<file path="src/rtl/lcd_timing_pkg.sv">
// Shared timing helpers, state encoding and default delay constants for the LCD delay timer.
package lcd_timing_pkg;

   localparam logic [1:0] IDLE_ENC = 2'd0;
   localparam logic [1:0] RUN_ENC  = 2'd1;
   localparam logic [1:0] FIN_ENC  = 2'd2;

   typedef enum logic [1:0] {
      IDLE = IDLE_ENC,
      RUN  = RUN_ENC,
      FIN  = FIN_ENC
   } state_t;

   localparam int unsigned DEF_CLK_HZ  = 3_125_000;
   localparam int unsigned DEF_DLY0_US = 40;
   localparam int unsigned DEF_DLY1_US = 100;
   localparam int unsigned DEF_DLY2_US = 1000;
   localparam int unsigned DEF_DLY3_US = 15000;

   // Truncating microsecond-to-cycle conversion; a zero-length delay still takes one cycle.
   function automatic int unsigned us_to_cycles(input longint unsigned clk_hz,
                                                input longint unsigned us);
      longint unsigned cyc;
      cyc = (clk_hz * us) / 64'd1_000_000;
      if (cyc == 64'd0) cyc = 64'd1;
      return 32'(cyc);
   endfunction

   function automatic int unsigned max4(input int unsigned a, input int unsigned b,
                                        input int unsigned c, input int unsigned d);
      int unsigned m;
      m = a;
      if (b > m) m = b;
      if (c > m) m = c;
      if (d > m) m = d;
      return m;
   endfunction

endpackage

</file>
<file path="src/rtl/lcd_delay_rom.sv">
// Combinational delay-index to cycle-count lookup; out-of-range indices clamp to the last delay.
module lcd_delay_rom
   import lcd_timing_pkg::*;
#(
   parameter int unsigned CLK_HZ  = DEF_CLK_HZ,
   parameter int unsigned NUM_DLY = 4,
   parameter int unsigned DLY0_US = DEF_DLY0_US,
   parameter int unsigned DLY1_US = DEF_DLY1_US,
   parameter int unsigned DLY2_US = DEF_DLY2_US,
   parameter int unsigned DLY3_US = DEF_DLY3_US,
   parameter int unsigned SEL_W   = 2,
   parameter int unsigned CNT_W   = 16
) (
   input  logic [SEL_W-1:0] sel,
   output logic [CNT_W-1:0] cnt_c
);

   localparam int unsigned CNT0 = us_to_cycles(64'(CLK_HZ), 64'(DLY0_US));
   localparam int unsigned CNT1 = us_to_cycles(64'(CLK_HZ), 64'(DLY1_US));
   localparam int unsigned CNT2 = us_to_cycles(64'(CLK_HZ), 64'(DLY2_US));
   localparam int unsigned CNT3 = us_to_cycles(64'(CLK_HZ), 64'(DLY3_US));

   int unsigned idx;

   always_comb begin
      idx   = 32'(sel);
      cnt_c = CNT_W'(CNT0);
      if (idx >= NUM_DLY) idx = NUM_DLY - 32'd1;
      case (idx)
         32'd1:   cnt_c = CNT_W'(CNT1);
         32'd2:   cnt_c = CNT_W'(CNT2);
         32'd3:   cnt_c = CNT_W'(CNT3);
         default: cnt_c = CNT_W'(CNT0);
      endcase
   end

endmodule

</file>
<file path="src/rtl/lcd_delay_timer.sv">
// One-shot selectable delay timer for the LCD sequencer: start -> busy -> one-cycle done.
// Optional feature macro: LCD_TIMER_ABORT_EN adds an abort input that cancels a running delay.
module lcd_delay_timer
   import lcd_timing_pkg::*;
#(
   parameter int unsigned CLK_HZ  = DEF_CLK_HZ,
   parameter int unsigned NUM_DLY = 4,
   parameter int unsigned DLY0_US = DEF_DLY0_US,
   parameter int unsigned DLY1_US = DEF_DLY1_US,
   parameter int unsigned DLY2_US = DEF_DLY2_US,
   parameter int unsigned DLY3_US = DEF_DLY3_US,
   localparam int unsigned SEL_W  = (NUM_DLY > 1) ? $clog2(NUM_DLY) : 1,
   localparam int unsigned CNT_W  = $clog2(max4(us_to_cycles(64'(CLK_HZ), 64'(DLY0_US)),
                                                us_to_cycles(64'(CLK_HZ), 64'(DLY1_US)),
                                                us_to_cycles(64'(CLK_HZ), 64'(DLY2_US)),
                                                us_to_cycles(64'(CLK_HZ), 64'(DLY3_US))) + 1)
) (
   input  logic             clk,
   input  logic             reset,
   input  logic             start,
   input  logic [SEL_W-1:0] sel,
`ifdef LCD_TIMER_ABORT_EN
   input  logic             abort,
`endif
   output logic             busy,
   output logic             done,
   output logic             start_err,
   output logic [CNT_W-1:0] remaining
);

   state_t           state, state_n;
   logic [CNT_W-1:0] count, count_n;
   logic [CNT_W-1:0] term, term_n;
   logic [CNT_W-1:0] rom_cnt;
   logic [CNT_W-1:0] remaining_n;
   logic             busy_n, done_n, err_n;

   lcd_delay_rom #(
      .CLK_HZ  (CLK_HZ),
      .NUM_DLY (NUM_DLY),
      .DLY0_US (DLY0_US),
      .DLY1_US (DLY1_US),
      .DLY2_US (DLY2_US),
      .DLY3_US (DLY3_US),
      .SEL_W   (SEL_W),
      .CNT_W   (CNT_W)
   ) u_rom (
      .sel   (sel),
      .cnt_c (rom_cnt)
   );

   // Next state; outputs are registered from the next state so they line up with it.
   always_comb begin
      state_n = state;
      count_n = count;
      term_n  = term;
      err_n   = 1'b0;
      case (state)
         IDLE, FIN: begin
            state_n = IDLE;
            if (start) begin
               term_n  = rom_cnt - CNT_W'(1);
               count_n = '0;
               state_n = (rom_cnt == CNT_W'(1)) ? FIN : RUN;
            end
         end
         RUN: begin
            err_n = start;
            if (count == term - CNT_W'(1)) begin
               state_n = FIN;
               count_n = term;
            end else begin
               count_n = count + CNT_W'(1);
            end
         end
         default: state_n = IDLE;
      endcase
`ifdef LCD_TIMER_ABORT_EN
      if (abort && (state != IDLE)) begin
         state_n = IDLE;
         count_n = '0;
         err_n   = 1'b0;
      end
`endif
      busy_n      = (state_n == RUN);
      done_n      = (state_n == FIN);
      remaining_n = busy_n ? (term_n - count_n) : '0;
   end

   always_ff @(posedge clk) begin
      if (reset) begin
         state     <= IDLE;
         count     <= '0;
         term      <= '0;
         busy      <= 1'b0;
         done      <= 1'b0;
         start_err <= 1'b0;
         remaining <= '0;
      end else begin
         state     <= state_n;
         count     <= count_n;
         term      <= term_n;
         busy      <= busy_n;
         done      <= done_n;
         start_err <= err_n;
         remaining <= remaining_n;
      end
   end

endmodule

</file>
<file path="config.mk">
export PLATFORM = sky130hd
export DESIGN_NAME = lcd_delay_timer
export DESIGN_NICKNAME = d
export VERILOG_FILES = /design/src/rtl/lcd_timing_pkg.sv /design/src/rtl/lcd_delay_rom.sv /design/src/rtl/lcd_delay_timer.sv
export SDC_FILE = /design/constraint.sdc
export NUM_CORES = 1
export LEC_CHECK = 0
export BUFFER_PORTS_ARGS = -buffer_cell sky130_fd_sc_hd__buf_4
export CAP_MARGIN = 20
export CORE_ASPECT_RATIO = 1.25
export CORE_MARGIN = 3
export CORE_UTILIZATION = 37
export CTS_CLUSTER_SIZE = 16
export DETAILED_ROUTE_END_ITERATION = 12
export SLEW_MARGIN = 30
export SYNTH_ARGS = -nofsm -noshare
export SYNTH_HDL_FRONTEND = slang
export SYNTH_SLANG_ARGS = --single-unit
export TNS_END_PERCENT = 50
</file>
<file path="constraint.sdc">
create_clock -name clk -period 11 [get_ports clk]
set_clock_uncertainty 0.05 [all_clocks]
set_input_delay 2.2 -clock clk [delete_from_list [all_inputs] [get_ports clk]]
set_output_delay 2.2 -clock clk [all_outputs]
set_load 0.01 [all_outputs]
</file>
Word level (Yosys, flattened, before mapping)
Index checks and enable logic that the tools add are counted.
Storage, ports and cells
  output and inout port bits: 19
  logic and storage cells: 36
  flip-flop bits (word level): 53
Operators by class
  add/sub/neg operators: 4
  multiplexer cells: 10
  equal/unequal tests: 9
  reduce and logical (&&, ||, !) cells: 4
  bitwise logic cells: 2
Operators by type and width (number)
  16-bit 2-to-1 mux: 4
  16-bit case mux with 3 select lines: 1
  16-bit case mux with 2 select lines: 1
  16-bit by 1-bit subtractor with 16-bit output (second input constant): 2
  16-bit by 1-bit adder with 16-bit output (second input constant): 1
  16-bit by 1-bit == test with 1-bit output (second input constant): 1
  16-bit == test: 1
  16-bit subtractor: 1
  2-bit == test (second input constant): 4
  2-bit by 1-bit == test with 1-bit output (second input constant): 3
  2-bit 2-to-1 mux: 3
  2-bit OR reduction: 3
  2-bit case mux with 2 select lines: 1
  2-bit zero test: 1
  1-bit NOT: 2

Longest topological paths before layout
Gate-level depths: netlist of the first run.
  depth in word-level cells: 9
  mapped depth: 23

Hierarchy
Synthesis of the first run repeated with hierarchy kept, for this count alone.
Second synthesis, totals
  cell total of the unflattened synthesis: 489
  area total of the unflattened synthesis: 3769.9 um^2
Modules (own cells, without submodules)
  lcd_delay_timer: seq. area each 1061.0 um^2, area an instance 3666.0 um^2, cells an instance 471, instances 1
  lcd_delay_rom: seq. area each 0.0 um^2, area an instance 103.8 um^2, cells an instance 18, instances 1

Least setup slack after synthesis of the first run
Ideal clock, no wire load.
  path kind: input port to flip-flop
  start point: input start
  end point: register remaining[15]
  path buffers: 2
  data arrival time: 5.251 ns
  cell stages on the path: 16
  library setup time: 0.128 ns
  setup slack: 5.571 ns
  required time: 10.822 ns
  cell sequence: nand2b_1 -> clkbuf_1 -> clkbuf_1 -> nand2_1 -> nand2_1 -> ha_1 -> nor2b_1 -> o21a_1 -> o21ai_0 -> a21oi_1 -> a41o_1 -> o41ai_1 -> a21oi_1 -> a211oi_1 -> xor2_1 -> nor2_1
Between the ends
  elaborated cells on any way between the ends: 10
  those cells by class: 1 x add/sub; 1 x eq/ne; 6 x mux; 1 x bitwise; 1 x reduce/logical
RTL lines
  from (decl): RTL line lcd_delay_timer.sv:20  | input logic start,
  16-bit 2-to-1 mux: RTL line lcd_delay_timer.sv:61  | if (start) begin
  16-bit 2-to-1 mux: RTL line lcd_delay_timer.sv:58  | case (state)
  via term_n[1]: RTL line lcd_delay_timer.sv:33  | logic [CNT_W-1:0] term, term_n;
  16-bit subtractor: RTL line lcd_delay_timer.sv:87  | remaining_n = busy_n ? (term_n - count_n) : '0;
  to (signal assigned): RTL line lcd_delay_timer.sv:106  | remaining <= remaining_n;
  to (decl): RTL line lcd_delay_timer.sv:28  | output logic [CNT_W-1:0] remaining
The timed path passes the listed nets, and every way through them passes these cells.
A chain may end at the register's enable or synchronous reset.

Final worst setup path of the first run
  start point: register term[3]
  end point: register remaining[15]
Between the ends
  longest elaborated chain between the ends: 7
  elaborated cells on any way between the ends: 12
  those cells by class: 2 x add/sub; 2 x eq/ne; 6 x mux; 1 x bitwise; 1 x reduce/logical
RTL lines
  from (decl): RTL line lcd_delay_timer.sv:33
  from (signal assigned): RTL line lcd_delay_timer.sv:102  | term <= term_n;
  parallel branches: the longest is 7 deep, another holds 16-bit by 1-bit subtractor with 16-bit output
Parallel ways; which one is timed is not known.

==> impl_metrics.tcl, run 1 <==
set metrics [dict create \
    status "completed" \
    grt.overflow.total 0 \
    fp.dieH_um 115 \
    p_per_area_nw_per_um2 132 \
    cts_setup_buffers 0 \
    timing.critical_path.mode_cell "a21oi_1" \
    tritoncts "yes" \
    final_layout_size_suffix_gt1_frac 0.0972 \
    path_cells "or4_1 -> or3_1 -> a221oi_1 -> and4_1 -> nand4b_4 -> a21oi_1 -> nor2_1 -> a21oi_1 -> ha_1 -> nor2b_1 -> o21a_1 -> o21ai_0 -> a21oi_1 -> a41o_1 -> o41ai_1 -> a21oi_1 -> a211oi_1 -> xor2_1 -> nor2_1" \
    end_kind "flip-flop" \
    max_freq_ghz 0.163 \
    critPathSlowestCell "o41ai_1" \
    tns_ns 0 \
    fill_cells 1000 \
    io_buffers 23 \
    drtPass1Iterations 4 \
    cp.arrival_ns 6.26 \
    drt_iter0_markers 171 \
    wl_per_cell_um 15.1 \
    insertion_delay_ns 0.30 \
    rr_worst_depth 19 \
    ff2ff_setup_slack_ns 4.86 \
    finalCriticalPeriod_ns 6.14 \
    coreArea_um2 9170 \
    hold_start "term[15]" \
    place.detailed.hpwl_mm 6.81 \
    grt_setup_unrepaired "false" \
    die-area_um2 10700 \
    drc_errors 0 \
    cpLargestDelayFamily "compound AO/OA/AOI/OAI gates" \
    cts_resized 0 \
    ys_async_sr_fraction 0 \
    cp.required_ns 11.12 \
    use_met2 0.300 \
    synth_edf_count 0 \
    top_usage_layer "met2" \
    holdPathStages 2 \
    dieWidth_um 93.1 \
    combPwrFrac 0.241 \
    grt.total_usage 0.175 \
    grt_antenna_before_repair 0 \
    grt_max_degree 37 \
    power_leakage_uw 0.00169 \
    switching_power_uw 155 \
    use_met3 0.0196 \
    htreeDepth 2 \
    synth_top_area_frac 0.303 \
    io_pins 24 \
    ys_top_cells_by_count "nor2_1 (67), dfxtp_1 (53), nand2_1 (40), a21oi_1 (35), ha_1 (20)" \
    place_inst 578 \
    seq_area_um2 1060 \
    grt_pass1_vias 3079 \
    cts_made_buffers 5 \
    intPower_uw 364 \
    met1_usage 0.226 \
    grt_pass1_wl_mm 14.9 \
    hold_violations 0 \
    min_to "term[15]" \
    report.final.slew_viol_count 0 \
    hold_buffers 0 \
    path_max_fanout 26 \
    seq_power_share 0.406 \
    cp-start-kind "flip-flop" \
    ir_drop_mv 0.0982 \
    ant_nets 0 \
    drv_cap 0 \
    hp-class "reg -> reg" \
    worst_slew_pin_slew_ns 0.880 \
    synth_area_um2 3510 \
    synth-seq-area-share 0.303 \
    syn2layout_area_growth_pct 11.9 \
    ys_warn_count 0 \
    clock_path_buffers 2 \
    yosys_register_bits 53 \
    globalplace.congestion 0.854 \
    routed_wl_mm 8.85 \
    synthCells 452 \
    antenna_cells 0 \
    stdcell_count 586 \
    path_class "reg -> reg" \
    cts.clk_slew.worst_paths_ns 0.07 \
    yosysTopAreaCell "dfxtp_1" \
    finalCritPeriodShare 0.558 \
    num_vias 3166 \
    synth_ff_type "dfxtp_1" \
    p_total_uw 519 \
    setup_viol_count_final 0 \
    syn_avg_cell_area_um2 7.76 \
    swShare 0.298 \
    cts.sinks 53 \
    slew-limit-headroom 0.406 \
    yosysUniqueCellTypes 63 \
    clock_power_share 0.353 \
    critPathMaxStageDelay_ns 0.72 \
    syn_nets 478 \
    timing.rr.end "remaining[15]" \
    crit_buf_inv 0 \
    final_nets 488 \
    start_util 0.382 \
    multiInputGateArea_um2 2320 \
    synth_most_common_cell "nor2_1" \
    vias_per_cell 5.40 \
    rows 39 \
    cts_root_buffer "clkbuf_16" \
    r2r-start "term[3]" \
    yosys-top-cells-area "dfxtp_1 (30%), nor2_1 (7.2%), ha_1 (7.1%)" \
]
==> sequential cells by signal (all words and copies together) (netlist names) <==
register   flops
count         16
remaining     16
term          16
state          2
busy           1
done           1
start_err      1
==> stage by stage <==
step | setup WS (ns) | area, µm² | util | hold slack (ns)
2_1_floorplan | 5.57 | 3510 | - | 0.430
3_3_place_gp | 4.76 | 3750 | 0.409 | 0.452
3_5_place_dp | 4.66 | 3750 | 0.409 | 0.459
4_1_cts | 4.86 | 3920 | 0.428 | 0.468
5_1_grt | 4.41 | 3920 | 0.428 | 0.499
6_report | 4.86 | 3920 | 0.428 | 0.465
==> area by class of cell <==
| type | count | share of cell area |
|---|---|---|
| multi-input combinational | 367 | 0.591 |
| sequential | 53 | 0.270 |
| timing repair buffer | 23 | 0.0440 |
| tap | 123 | 0.0392 |
| clock buffer | 5 | 0.0319 |
| clock inverter | 3 | 0.0118 |
| inverter | 12 | 0.0115 |
==> worst max-delay path by stage <==
stage / slack [ns] / from / cells past startpoint / to
after floorplan: 5.57 / start / 16 / remaining[15]
after global placement: 4.76 / start / 15 / remaining[15]
after detailed placement: 4.66 / start / 15 / remaining[15]
after CTS: 4.86 / term[3] / 19 / remaining[15]
after global routing: 4.41 / term[0] / 20 / remaining[15]
final: 4.86 / term[3] / 19 / remaining[15]
==> layout by cell type, fill, tap and decap left out, drive strengths merged, types with 4 or more instances in the layout <==
cell type | Yosys | final
a21boi | 4 | 4
a21o | 4 | 4
a21oi | 35 | 35
and2 | 5 | 5
and3 | 5 | 5
buf | 6 | 23
clkbuf | 14 | 5
dfxtp | 53 | 53
ha | 20 | 20
inv | 12 | 12
mux2i | 11 | 11
nand2 | 40 | 40
nand2b | 6 | 6
nand3 | 14 | 14
nand4 | 4 | 4
nor2 | 67 | 67
nor2b | 19 | 19
nor3 | 17 | 17
nor4 | 5 | 5
o21a | 5 | 5
o21ai | 18 | 18
or2 | 6 | 6
or3 | 7 | 7
xnor2 | 15 | 15
xor2 | 14 | 14
==> power by group through the flow <==
stage | clock, µW | sequential (µW) | combinational, µW
detailed placement | 0 | 215 | 125
finish | 183 | 211 | 125
global route | 194 | 212 | 140
floorplan | 0 | 215 | 90.2
CTS | 188 | 210 | 126
global placement | 0 | 215 | 123
==> kinds of logic after synthesis <==
family          share of synthesized area
fa+ha+maj                          0.0803
compound gates                      0.167
mux                                0.0410
buf+inv                            0.0357
simple gates                        0.301
flops                               0.303
xor+xnor                           0.0725
==> layer usage <==
metal | wire, µm | vias up
met5 | 0 | -
met4 | 204 | 0
met3 | 385 | 13
met2 | 4250 | 80
met1 | 4010 | 1470
li1 | - | 1603
==> tightest hold or removal path, cell delays in order, from the launching register on <==
cell,delay (ns)
dfxtp_1,0.33
nand2_1,0.08
a21oi_1,0.06
Note: power is estimated with default switching activity, not from simulation.
==> inputs of run 2 (changes only) <==
==> constraint.sdc (replaced) <==
create_clock -name clk -period 5.5 [get_ports clk]
set_clock_uncertainty 0.05 [all_clocks]
set_input_delay 1.1 -clock clk [delete_from_list [all_inputs] [get_ports clk]]
set_output_delay 1.1 -clock clk [all_outputs]
set_load 0.01 [all_outputs]
==> impl_metrics.tcl, run 2 (synthesis results as in run 1) <==
set metrics [dict create \
    routed_wl_mm 9.04 \
    clock_path_buffers 2 \
    start_util 0.382 \
    final_common_cell "nor2_1" \
    cp-start-kind "flip-flop" \
    io_pins 24 \
    cts.clk_slew.worst_paths_ns 0.07 \
    drc_errors 0 \
    fp.dieH_um 115 \
    syn2layout_area_growth_pct 16.1 \
    stdcell_area_um2 4070 \
    finalWorstSetupSlack_ns 0.308 \
    ant_nets 0 \
    antenna_cells 0 \
    top_regs "count: 16 flops, remaining: 16 flops, term: 16 flops" \
    fill_cells 960 \
    rows 39 \
    wl_per_cell_um 15.0 \
    final_layout_size_suffix_gt1_frac 0.138 \
    power_leakage_uw 0.00178 \
    tritoncts "yes" \
    multiInputGateArea_um2 2350 \
    finalCriticalPeriod_ns 5.19 \
    drt_iter0_markers 253 \
    postPlaceCellArea_um2 3850 \
    grt_antenna_before_repair 0 \
    dpl_worst_slack_ns 0.194 \
    ir_drop_mv 0.179 \
    p_per_area_nw_per_um2 260 \
    hold_violations 0 \
    path_max_fanout 9 \
    place.detailed.hpwl_mm 6.87 \
    cts_made_buffers 5 \
    path_class "reg -> reg" \
    drv_cap 0 \
    finalCritPeriodShare 0.944 \
    drtPass1Iterations 4 \
    die-area_um2 10700 \
    worst_slew_pin_slew_ns 0.618 \
    grt_pass1_vias 3130 \
    setup_viol_count_final 0 \
    num_vias 3266 \
    holdWs_ns 0.474 \
    final_cell_mix "nor2_1 (67), dfxtp_1 (53), nand2_1 (40), buf_4 (37), a21oi_1 (32)" \
    grt_setup_unrepaired "false" \
    vias_per_cell 5.43 \
    cp.required_ns 5.64 \
    status "completed" \
    grt_pass1_wl_mm 15.3 \
    dieWidth_um 93.1 \
    hold_buffers 0 \
    coreArea_um2 9170 \
    insertion_delay_ns 0.30 \
    max_freq_ghz 0.193 \
    final_nets 503 \
    io_buffers 23 \
    grt.overflow.total 0 \
    slew-limit-headroom 0.576 \
    hp-class "reg -> reg" \
    grt_max_degree 37 \
    report.final.slew_viol_count 0 \
    cp.arrival_ns 5.33 \
    htreeDepth 2 \
    tns_ns 0 \
    seq_area_um2 1060 \
    end_kind "flip-flop" \
    postLayoutCoreUtil 0.444 \
    cts.sinks 53 \
    globalplace.congestion 0.907 \
    cts_root_buffer "clkbuf_16" \
    grt.total_usage 0.177 \
]
[run 2: power by group]
group          switching [µW]  internal [µW]  total (µW)
combinational             147            119         267
clock                     147            227         374
sequential               14.7            405         419
[run 2: worst paths after layout]
check,to,slack (ns),startpoint,depth (start not counted)
hold reg to reg,term[15],0.47,term[15],2
setup / recovery,remaining[14],0.31,term[3],20
setup reg to reg,remaining[14],0.31,term[3],20
hold / removal,term[15],0.47,term[15],2
[run 2: cell type report]
class	instances	share of cell area
inverters	12	0.0111
well taps	123	0.0378
multi-input cells	367	0.576
clock inverters	2	0.00922
flip-flops and latches	53	0.261
clock buffers	6	0.0341
repair buffers	38	0.0710
[run 2: worst max-delay path: stages (launching register included)]
cell and delay [ns]:
dfxtp_1 0.37, or4_1 0.69, or3_1 0.44, a221oi_1 0.33, and4_1 0.30, nand4b_4 0.17, nor2_1 0.14, a21oi_1 0.05
nor2_1 0.11, a21oi_2 0.07, fa_1 0.47, a21o_1 0.19, a21oi_2 0.18, nor2b_1 0.06, o21a_1 0.18, o41a_1 0.37
nand4_1 0.11, and4b_1 0.21, maj3_2 0.22, o21ai_2 0.06, mux2_1 0.31
[run 2: metrics by stage]
step                cells  total power (µW)
finish                601              1060
detailed placement    591               689
global route          601              1110
global placement      591               688
floorplan             452               611
CTS                   599              1070
[run 2: timing repair]
| action | 4_1_cts | 5_1_grt |
|---|---|---|
| setup endpoints to repair | 0 | 3 |
| buffers inserted | 0 | 2 |
| resized for setup | 0 | 8 |
[run 2: per-layer routing]
metal  part of all wire  track usage
met5                  0            0
met4              0.028       0.0733
met3              0.036       0.0216
met2               0.48        0.297
met1               0.45        0.230
